--- src/rtl/sap1_pkg.sv ---
// Shared definitions for the SAP-1 control sequencer: opcodes, FSM states, control-word layout.
package sap1_pkg;

  // Instruction opcodes (instruction register high nibble).
  typedef enum logic [3:0] {
    OpLda = 4'b0000,
    OpAdd = 4'b0001,
    OpSub = 4'b0010,
    OpOut = 4'b1110,
    OpHlt = 4'b1111
  } opcode_e;

  // Outer wrapper around the T-state ring.
  typedef enum logic [1:0] {
    StRst,
    StRun,
    StHalt
  } state_e;

  localparam int unsigned NumTStates = 6;

  // Control-word bit indices; the word is unpacked onto individual strobes at the top.
  localparam int unsigned CtrlWidth = 12;
  localparam int unsigned CtrlCp    = 0;
  localparam int unsigned CtrlEp    = 1;
  localparam int unsigned CtrlLm    = 2;
  localparam int unsigned CtrlCe    = 3;
  localparam int unsigned CtrlLi    = 4;
  localparam int unsigned CtrlEi    = 5;
  localparam int unsigned CtrlLa    = 6;
  localparam int unsigned CtrlEa    = 7;
  localparam int unsigned CtrlSu    = 8;
  localparam int unsigned CtrlEu    = 9;
  localparam int unsigned CtrlLb    = 10;
  localparam int unsigned CtrlLo    = 11;

  typedef logic [CtrlWidth-1:0] ctrl_t;

endpackage

--- src/rtl/sap1_controller_if.sv ---
// Strobe/status bundle between the SAP-1 controller (master) and the datapath (slave).
interface sap1_controller_if #(
  parameter int unsigned OpWidth = 4
) ();

  logic               i_en;
  logic [OpWidth-1:0] i_opcode;
  logic               o_cp;
  logic               o_ep;
  logic               o_lm;
  logic               o_ce;
  logic               o_li;
  logic               o_ei;
  logic               o_la;
  logic               o_ea;
  logic               o_su;
  logic               o_eu;
  logic               o_lb;
  logic               o_lo;
  logic               o_hlt;
  logic [5:0]         o_tstate;

  modport master (
    input  i_en, i_opcode,
    output o_cp, o_ep, o_lm, o_ce, o_li, o_ei, o_la, o_ea, o_su, o_eu, o_lb, o_lo,
    output o_hlt, o_tstate
  );

  modport slave (
    output i_en, i_opcode,
    input  o_cp, o_ep, o_lm, o_ce, o_li, o_ei, o_la, o_ea, o_su, o_eu, o_lb, o_lo,
    input  o_hlt, o_tstate
  );

endinterface

--- src/rtl/sap1_ring_counter.sv ---
// One-hot T-state ring: load T1 on start, rotate when enabled, clear on halt.
module sap1_ring_counter #(
  parameter int unsigned Width = 6
) (
  input  logic             clk_i,
  input  logic             rst_ni,
  input  logic             en_i,
  input  logic             start_i,
  input  logic             halt_i,
  output logic [Width-1:0] tstate_o
);

  logic [Width-1:0] ring_d, ring_q;

  // Next ring value; an all-zero ring rotates to itself, so idle/halted stays idle.
  always_comb begin
    ring_d = ring_q;
    if (en_i) begin
      if (halt_i) begin
        ring_d = '0;
      end else if (start_i) begin
        ring_d = Width'(1);
      end else begin
        ring_d = {ring_q[Width-2:0], ring_q[Width-1]};
      end
    end
  end

  // Ring state register.
  always_ff @(posedge clk_i or negedge rst_ni) begin
    if (!rst_ni) begin
      ring_q <= '0;
    end else begin
      ring_q <= ring_d;
    end
  end

  assign tstate_o = ring_q;

endmodule

--- src/rtl/sap1_controller.sv ---
// SAP-1 control sequencer: RST/RUN/HALT wrapper around the T-state ring plus strobe decode.
module sap1_controller
  import sap1_pkg::*;
#(
  parameter int unsigned OpWidth = 4
) (
  input  logic                i_clk,
  input  logic                i_rst_n,
  sap1_controller_if.master   bus
);

  state_e                  state_d, state_q;
  logic [NumTStates-1:0]   tstate;
  logic                    start;
  logic                    halt;
  ctrl_t                   ctrl;
  logic                    is_lda, is_arith, is_sub, is_out, is_hlt;

  sap1_ring_counter #(
    .Width (NumTStates)
  ) u_ring (
    .clk_i    (i_clk),
    .rst_ni   (i_rst_n),
    .en_i     (bus.i_en),
    .start_i  (start),
    .halt_i   (halt),
    .tstate_o (tstate)
  );

  // Instruction class from the opcode; only consumed in T4..T6.
  always_comb begin
    is_lda   = (bus.i_opcode == OpWidth'(OpLda));
    is_sub   = (bus.i_opcode == OpWidth'(OpSub));
    is_arith = (bus.i_opcode == OpWidth'(OpAdd)) || is_sub;
    is_out   = (bus.i_opcode == OpWidth'(OpOut));
    is_hlt   = (bus.i_opcode == OpWidth'(OpHlt));
  end

  // Wrapper next state and ring control; HALT is only left through reset.
  always_comb begin
    state_d = state_q;
    start   = 1'b0;
    halt    = 1'b0;
    unique case (state_q)
      StRst: begin
        if (bus.i_en) begin
          state_d = StRun;
          start   = 1'b1;
        end
      end
      StRun: begin
        if (bus.i_en && tstate[3] && is_hlt) begin
          state_d = StHalt;
          halt    = 1'b1;
        end
      end
      StHalt: begin
        halt = 1'b1;
      end
      default: begin
        state_d = StRst;
      end
    endcase
  end

  // Wrapper state register.
  always_ff @(posedge i_clk or negedge i_rst_n) begin
    if (!i_rst_n) begin
      state_q <= StRst;
    end else begin
      state_q <= state_d;
    end
  end

  // Strobe decode from T-state and opcode; all zero outside StRun.
  always_comb begin
    ctrl = '0;
    if (state_q == StRun) begin
      unique case (1'b1)
        tstate[0]: begin
          ctrl[CtrlEp] = 1'b1;
          ctrl[CtrlLm] = 1'b1;
        end
        tstate[1]: begin
          ctrl[CtrlCp] = 1'b1;
        end
        tstate[2]: begin
          ctrl[CtrlCe] = 1'b1;
          ctrl[CtrlLi] = 1'b1;
        end
        tstate[3]: begin
          if (is_lda || is_arith) begin
            ctrl[CtrlEi] = 1'b1;
            ctrl[CtrlLm] = 1'b1;
          end else if (is_out) begin
            ctrl[CtrlEa] = 1'b1;
            ctrl[CtrlLo] = 1'b1;
          end
        end
        tstate[4]: begin
          if (is_lda) begin
            ctrl[CtrlCe] = 1'b1;
            ctrl[CtrlLa] = 1'b1;
          end else if (is_arith) begin
            ctrl[CtrlCe] = 1'b1;
            ctrl[CtrlLb] = 1'b1;
          end
        end
        tstate[5]: begin
          if (is_arith) begin
            ctrl[CtrlEu] = 1'b1;
            ctrl[CtrlLa] = 1'b1;
            ctrl[CtrlSu] = is_sub;
          end
        end
        default: begin
          ctrl = '0;
        end
      endcase
    end
  end

  assign bus.o_cp     = ctrl[CtrlCp];
  assign bus.o_ep     = ctrl[CtrlEp];
  assign bus.o_lm     = ctrl[CtrlLm];
  assign bus.o_ce     = ctrl[CtrlCe];
  assign bus.o_li     = ctrl[CtrlLi];
  assign bus.o_ei     = ctrl[CtrlEi];
  assign bus.o_la     = ctrl[CtrlLa];
  assign bus.o_ea     = ctrl[CtrlEa];
  assign bus.o_su     = ctrl[CtrlSu];
  assign bus.o_eu     = ctrl[CtrlEu];
  assign bus.o_lb     = ctrl[CtrlLb];
  assign bus.o_lo     = ctrl[CtrlLo];
  assign bus.o_hlt    = (state_q == StHalt);
  assign bus.o_tstate = tstate;

  // The shared bus must never see two drivers at once.
  bus_driver_onehot_a : assert property (@(posedge i_clk) disable iff (!i_rst_n)
    $onehot0({ctrl[CtrlEp], ctrl[CtrlCe], ctrl[CtrlEi], ctrl[CtrlEa], ctrl[CtrlEu]}));

endmodule
--- src/flat_wrapper.sv ---
// flat-port wrapper written by rule: the top's interface ports become plain ports
module sap1_controller_flat import sap1_pkg::*;
#(
  parameter int unsigned OpWidth = 4
)
  (i_clk, i_rst_n, bus_i_en, bus_i_opcode, bus_o_cp, bus_o_ep, bus_o_lm, bus_o_ce, bus_o_li, bus_o_ei, bus_o_la, bus_o_ea, bus_o_su, bus_o_eu, bus_o_lb, bus_o_lo, bus_o_hlt, bus_o_tstate);
  sap1_controller_if #(.OpWidth(OpWidth)) bus_i ();
  input  logic i_clk;
  input  logic i_rst_n;
  input wire logic [$bits(bus_i.i_en)-1:0] bus_i_en;
  input wire logic [$bits(bus_i.i_opcode)-1:0] bus_i_opcode;
  output wire logic [$bits(bus_i.o_cp)-1:0] bus_o_cp;
  output wire logic [$bits(bus_i.o_ep)-1:0] bus_o_ep;
  output wire logic [$bits(bus_i.o_lm)-1:0] bus_o_lm;
  output wire logic [$bits(bus_i.o_ce)-1:0] bus_o_ce;
  output wire logic [$bits(bus_i.o_li)-1:0] bus_o_li;
  output wire logic [$bits(bus_i.o_ei)-1:0] bus_o_ei;
  output wire logic [$bits(bus_i.o_la)-1:0] bus_o_la;
  output wire logic [$bits(bus_i.o_ea)-1:0] bus_o_ea;
  output wire logic [$bits(bus_i.o_su)-1:0] bus_o_su;
  output wire logic [$bits(bus_i.o_eu)-1:0] bus_o_eu;
  output wire logic [$bits(bus_i.o_lb)-1:0] bus_o_lb;
  output wire logic [$bits(bus_i.o_lo)-1:0] bus_o_lo;
  output wire logic [$bits(bus_i.o_hlt)-1:0] bus_o_hlt;
  output wire logic [$bits(bus_i.o_tstate)-1:0] bus_o_tstate;
  assign bus_i.i_en = bus_i_en;
  assign bus_i.i_opcode = bus_i_opcode;
  assign bus_o_cp = bus_i.o_cp;
  assign bus_o_ep = bus_i.o_ep;
  assign bus_o_lm = bus_i.o_lm;
  assign bus_o_ce = bus_i.o_ce;
  assign bus_o_li = bus_i.o_li;
  assign bus_o_ei = bus_i.o_ei;
  assign bus_o_la = bus_i.o_la;
  assign bus_o_ea = bus_i.o_ea;
  assign bus_o_su = bus_i.o_su;
  assign bus_o_eu = bus_i.o_eu;
  assign bus_o_lb = bus_i.o_lb;
  assign bus_o_lo = bus_i.o_lo;
  assign bus_o_hlt = bus_i.o_hlt;
  assign bus_o_tstate = bus_i.o_tstate;
  sap1_controller #(.OpWidth(OpWidth)) u_core (.i_clk(i_clk), .i_rst_n(i_rst_n), .bus(bus_i));
endmodule
--- config.mk ---
export PLATFORM = sky130hd
export DESIGN_NAME = sap1_controller_flat
export DESIGN_NICKNAME = d
export VERILOG_FILES = /design/src/rtl/sap1_pkg.sv /design/src/rtl/sap1_controller_if.sv /design/src/rtl/sap1_ring_counter.sv /design/src/rtl/sap1_controller.sv /design/src/flat_wrapper.sv
export SDC_FILE = /design/constraint.sdc
export NUM_CORES = 1
export LEC_CHECK = 0
export ABC_AREA = 1
export CAP_MARGIN = 20
export CORE_MARGIN = 4
export CORE_UTILIZATION = 43
export CTS_CLUSTER_DIAMETER = 30
export DETAILED_ROUTE_END_ITERATION = 7
export GPL_TIMING_DRIVEN = 0
export PLACE_DENSITY = 0.82
export SLEW_MARGIN = 15
export SYNTH_ARGS = -nofsm -noshare
export SYNTH_HDL_FRONTEND = slang
export SYNTH_SLANG_ARGS = --single-unit
--- constraint.sdc ---
create_clock -name i_clk -period 3.5 [get_ports i_clk]
set_clock_uncertainty 0.1 [all_clocks]
set_input_delay 0.7 -clock i_clk [delete_from_list [all_inputs] [get_ports i_clk]]
set_output_delay 0.7 -clock i_clk [all_outputs]
set_load 0.05 [all_outputs]
Word-level counts from Yosys, hierarchy flattened:

Cells that the tools add are included.

* flip-flop bits (word level): 8
* logic and storage cells: 46

* equality and inequality tests: 8
* multiplexer cells: 28
* bitwise operators: 1
* reduce and logical (&&, ||, !) cells: 7

Operators by type and width (count)
* $mux 1: 16
* $mux 12: 1
* $mux 6: 2
* $eq 4x4->1 const B: 2
* $mux 2: 4
* $pmux 1 s2: 4
* $pmux 2 s3: 1
* $eq 4x1->1 const B: 1
* $eq 4x2->1 const B: 1
* $logic_not 4->1: 1
* $reduce_and 3->1: 1
* $eq 2x1->1 const B: 1
* $eq 2x2->1 const B: 1
* $logic_and 1x1->1: 2
* $logic_not 2->1: 1
* $logic_or 1x1->1: 2
* $ne 2x1->1 const B: 1
* $ne 2x2->1 const B: 1
* $not 1->1: 1

Longest topological paths before layout:

* depth after elaboration: 6
* mapped depth: 8

Hierarchy:

Synthesis repeated with hierarchy kept, for this count alone.

* cell total of the unflattened synthesis: 97
* area total of the unflattened synthesis: 644.4 um^2

Modules (own cells, without submodules)
* sap1_controller: instances 1, cells each 58, area an instance 362.8 um^2, seq. area each 50.0 um^2
* sap1_ring_counter: instances 1, cells each 39, area an instance 281.5 um^2, seq. area each 150.1 um^2

Worst setup path after synthesis:

OpenSTA, ideal clock, no wires.

* kind: register to output
* start: register u_core.state_q[1]
* end: output bus_o_lo
* arrival: 2412 ps
* required time: 2700 ps
* path slack: 288 ps
* stages on the path, launching flop included: 9
* cell sequence: dfrtp_1 -> inv_1 -> ha_1 -> clkbuf_8 -> inv_1 -> nor2_1 -> nand2_1 -> nor3_1 -> buf_4

* cells in the longest elaborated chain, start to end: 2

RTL lines
* from (decl): line sap1_controller.sv:12 `state_e state_d, state_q;`
* from (signal assigned): line sap1_controller.sv:69 `state_q <= StRst;`
* from (signal assigned): line sap1_controller.sv:71 `state_q <= state_d;`
* $eq 2x1->1: line sap1_controller.sv:78 `if (state_q == StRun) begin`
* $mux 12: line sap1_controller.sv:78
* to (decl): line flat_wrapper.sv:23 `output wire logic [$bits(bus_i.o_lo)-1:0] bus_o_lo;`

Every way passes these cells.

Worst setup path after layout:

* start: input bus_i_opcode[3]
* end: output bus_o_la

* cells in the longest elaborated chain, start to end: 5
* elaborated cells between the ends (all ways): 8
* classes of those cells: eq/ne: 2; mux: 4; reduce/logical: 2

RTL lines
* from (decl): line flat_wrapper.sv:11 `input wire logic [$bits(bus_i.i_opcode)-1:0] bus_i_opcode;`
* $eq 4x1->1 / $eq 4x2->1 (equally long branches): line sap1_controller.sv:34, sap1_controller.sv:33
* $logic_or 1x1->1: line sap1_controller.sv:34 `is_arith = (bus.i_opcode == OpWidth'(OpAdd)) || is_sub;`
* $mux 1: line sap1_controller.sv:110 `if (is_arith) begin`
* $pmux 1 s2 *: line sap1_controller.sv:79 `unique case (1'b1)`
* $mux 12 *: line sap1_controller.sv:78
* to (decl): line flat_wrapper.sv:18 `output wire logic [$bits(bus_i.o_la)-1:0] bus_o_la;`

Every way passes the cells marked *; elsewhere a longest branch is shown, timed or not.

==> results by group <==
Synth
  • YS warnings: 0
  • Synthesized cell area: 593 µm²
  • Post-Synth XOR/XNOR Area: 0%
  • Yosys top cell by area: dfrtp_1
  • Mux cell area share after synthesis: 0%
  • Post-synthesis sequential area ratio: 33.8%
  • Synthesized area per cell: 6.59 µm²
  • Simple-gate area share of the yosys netlist: 38.4%
  • Post-synth top area share: 33.8%
  • Largest cells by area after synthesis: dfrtp_1 34%, nand2_1 20%, inv_1 9.5%, ha_1 8.4%, nor2_1 7.0%
  • Post-synthesis compound-gate area fraction: 5.70%
  • Synthesized net count: 101
  • Post-synth cell types: 17
  • Post-synthesis adder-cell area fraction: 8.44%
  • Post-Syn Instances: 90
  • Seq cells post-synth: 8
  • Largest family of logic cells by synthesized area: simple AND/OR/NAND/NOR gates

Clock tree
  • Clock slew at reported path FFs: 0.05 ns
  • # Post-CTS Setup Buffers: 0
  • CTS Buffer Depth: 2
  • Cts repair resizes: 0
  • Root buf cell: clkbuf_4
  • CTS Buf Count: 3
  • # clock sinks: 8
  • Hold Buf Count CTS: 0
  • CTS tree: yes
  • Clk_lat worst skew: 0.25 ns
  • H-Tree Depth: 1

Setup path
  • CP most frequent cell: clkdlybuf4s50_1
  • CP top delay family: buffers and inverters
  • RR Endpoint: u_core.u_ring.tstate_o[2]
  • Arrival time of the worst setup path: 2.52 ns
  • Classification of the worst setup path: in -> out
  • Startpoint type of the worst setup path: primary input
  • Reg-to-Reg Start: u_core.state_q[1]
  • Cells on worst reg2reg path: 8
  • Max FO, Critical Path: 4
  • Required @ worst endpoint: 2.70 ns
  • CP bufs+invs: 2
  • Crit-path cells: clkdlybuf4s50_1 > nor2_1 > nand3_1 > o21ai_0 > clkdlybuf4s50_1
  • CP max stage delay: 0.83 ns
  • Nature of the critical path endpoint: output port
  • Worst path slowest cell: clkdlybuf4s50_1
  • Reg2reg setup slack: 2.08 ns

Die
  • Die Span Y: 45.1 µm
  • IO Count: 26
  • Initial Util: 45.6%
  • Die W: 45.1 µm
  • Core region area: 1300 µm²
  • Area of the die: 2040 µm²
  • Row cnt: 13

Layout
  • Area grow syn2layout: 49.2%
  • Final net count: 131
  • Antenna cells: 0
  • Most common cell after layout, fill and taps aside: nand2_1
  • Layout cells sized above 1: 10.2%
  • Final non-filler cell total: 133
  • Most frequent cells in the layout: 31 x nand2_1, 25 x clkdlybuf4s50_1, 15 x inv_1, 11 x nor2_1, 8 x dfrtp_1
  • Final core occ: 68.0%
  • Final design instance area without fill: 885 µm²

Placed design
  • Dpl cell area: 862 µm²
  • GP Congestion: 0.785
  • Final HPWL DP: 1.17 mm
  • Cells after DPL: 130
  • Port bufs: 25

Power
  • Reg power frac: 51.8%
  • Comb pwr share: 8.9%
  • Worst vdd ir: 0.000176 V
  • Sw power: 0.0397 mW
  • Sw frac: 22.2%
  • Internal cell power: 0.139 mW
  • Leakage power: 0.440 nW
  • Proportion of power drawn by the clock network: 39.3%
  • Pwr per Cell Area: 202 nW/µm²
  • Tot Pwr: 0.179 mW

Timing
  • Hold Fails Final Rpt: 0
  • Count of final setup violators: 0
  • Min cycle time layout: 3.32 ns
  • Fmax: 302 MHz
  • Slew Viols, Final: 0
  • Slew margin rel.: 66.3%
  • Setup TNS: 0 ns
  • Final period util: 94.7%
  • Worst Max-Slew Pin Slew: 0.504 ns
  • RSZ-0062 raised after global routing: no

Detailed routing
  • DR vias/cell: 4.82
  • DR iter-0 viols: 23
  • DRT Pass-1 Iters: 4
  • WL final: 1.49 mm
  • Residual DRC: 0
  • DR WL/cell: 11.2 µm
  • Final ANT Viol Nets: 0
  • Vias: 641

Global routing
  • Vias in the first global route: 591
  • Grt met3 use: 2.79%
  • Met1 Use GR: 23.2%
  • GRT met2 Usage: 24.6%
  • Total gr overflow: 0
  • Global-route wire length before repair: 2.48 mm
  • Busiest grt layer: met2
  • Largest net degree at the start of global routing: 10
  • Initial antenna violation count: 0
  • GRT Overall Usage: 17.0%

Worst hold path
  • Hold_sp: u_core.state_q[0]
  • WHS Path Cells: 2
  • Hold Path End: u_core.state_q[0]
  • HP Class: reg -> reg

Run status
  • Run status: finished, final reports clean

Flow run
  • Max-cap viol count: 0
-- metrics by stage --
| step | setup slack (ns) | hold slack (ns) |
|---|---|---|
| after detailed placement | 0.171 | 0.405 |
| after CTS | 0.178 | 0.418 |
| after global routing | 0.0588 | 0.459 |
| final | 0.184 | 0.415 |
| after floorplan | 0.288 | 0.304 |
| after global placement | 0.182 | 0.393 |
-- layer usage --
| layer | vias up | wire, µm |
|---|---|---|
| li1 | 330 | - |
| met1 | 282 | 701 |
| met2 | 25 | 684 |
| met3 | 4 | 85 |
| met4 | 0 | 23 |
| met5 | - | 0 |
-- worst max path at each step --
stage	from	end	cells after the start
final	bus_i_opcode[3]	bus_o_la	5
after global routing	bus_i_opcode[3]	bus_o_la	5
after CTS	bus_i_opcode[3]	bus_o_la	5
after detailed placement	bus_i_opcode[3]	bus_o_la	5
after global placement	bus_i_opcode[3]	bus_o_la	5
after floorplan	u_core.state_q[1]	bus_o_lo	8
-- cell usage after synthesis, drive strengths merged --
cell type	count
nand2	35
inv	16
nor2	12
dfrtp	8
ha	4
o21ai	4
nand3	3
a21oi	2
nand4	2
buf	1
clkbuf	1
nor3	1
nor4	1
-- power groups by stage --
stage          registers, mW  logic [mW]  clock network (mW)
3_3_place_gp          0.0942      0.0159                   0
6_report              0.0926      0.0159              0.0703
2_1_floorplan         0.0942     0.00441                   0
4_1_cts               0.0925      0.0161              0.0731
5_1_grt               0.0924      0.0175              0.0825
3_5_place_dp          0.0942      0.0160                   0
-- flip-flops by register name (all words and copies together), names as in the netlist --
register and count:
u_core.state_q 2, u_core.u_ring.tstate_o 6
-- layout make-up --
| type | instances | area [µm²] |
|---|---|---|
| flip-flops and latches | 8 | 200 |
| well taps | 15 | 18.8 |
| multi-input cells | 64 | 312 |
| clock buffers | 3 | 22.5 |
| plain buffers | 2 | 21.3 |
| inverters | 16 | 60.1 |
| repair buffers | 25 | 250 |
| fillers | 129 | 417 |
-- worst min-delay path, cell delays in order, from the launching register on --
cell	delay, ns
dfrtp_1	0.38
nand2_1	0.06
nand2_1	0.05
-- cell families (layout without fill, tap and decap cells) --
kind of cell               Yosys count  count (layout)
buffers and inverters               18              46
DFF                                  8               8
adders and majority gates            4               4
AOI/OAI and AO/OA                    6               6
and+or+nand+nor                     54              54
(Power assumes the default switching activity.)
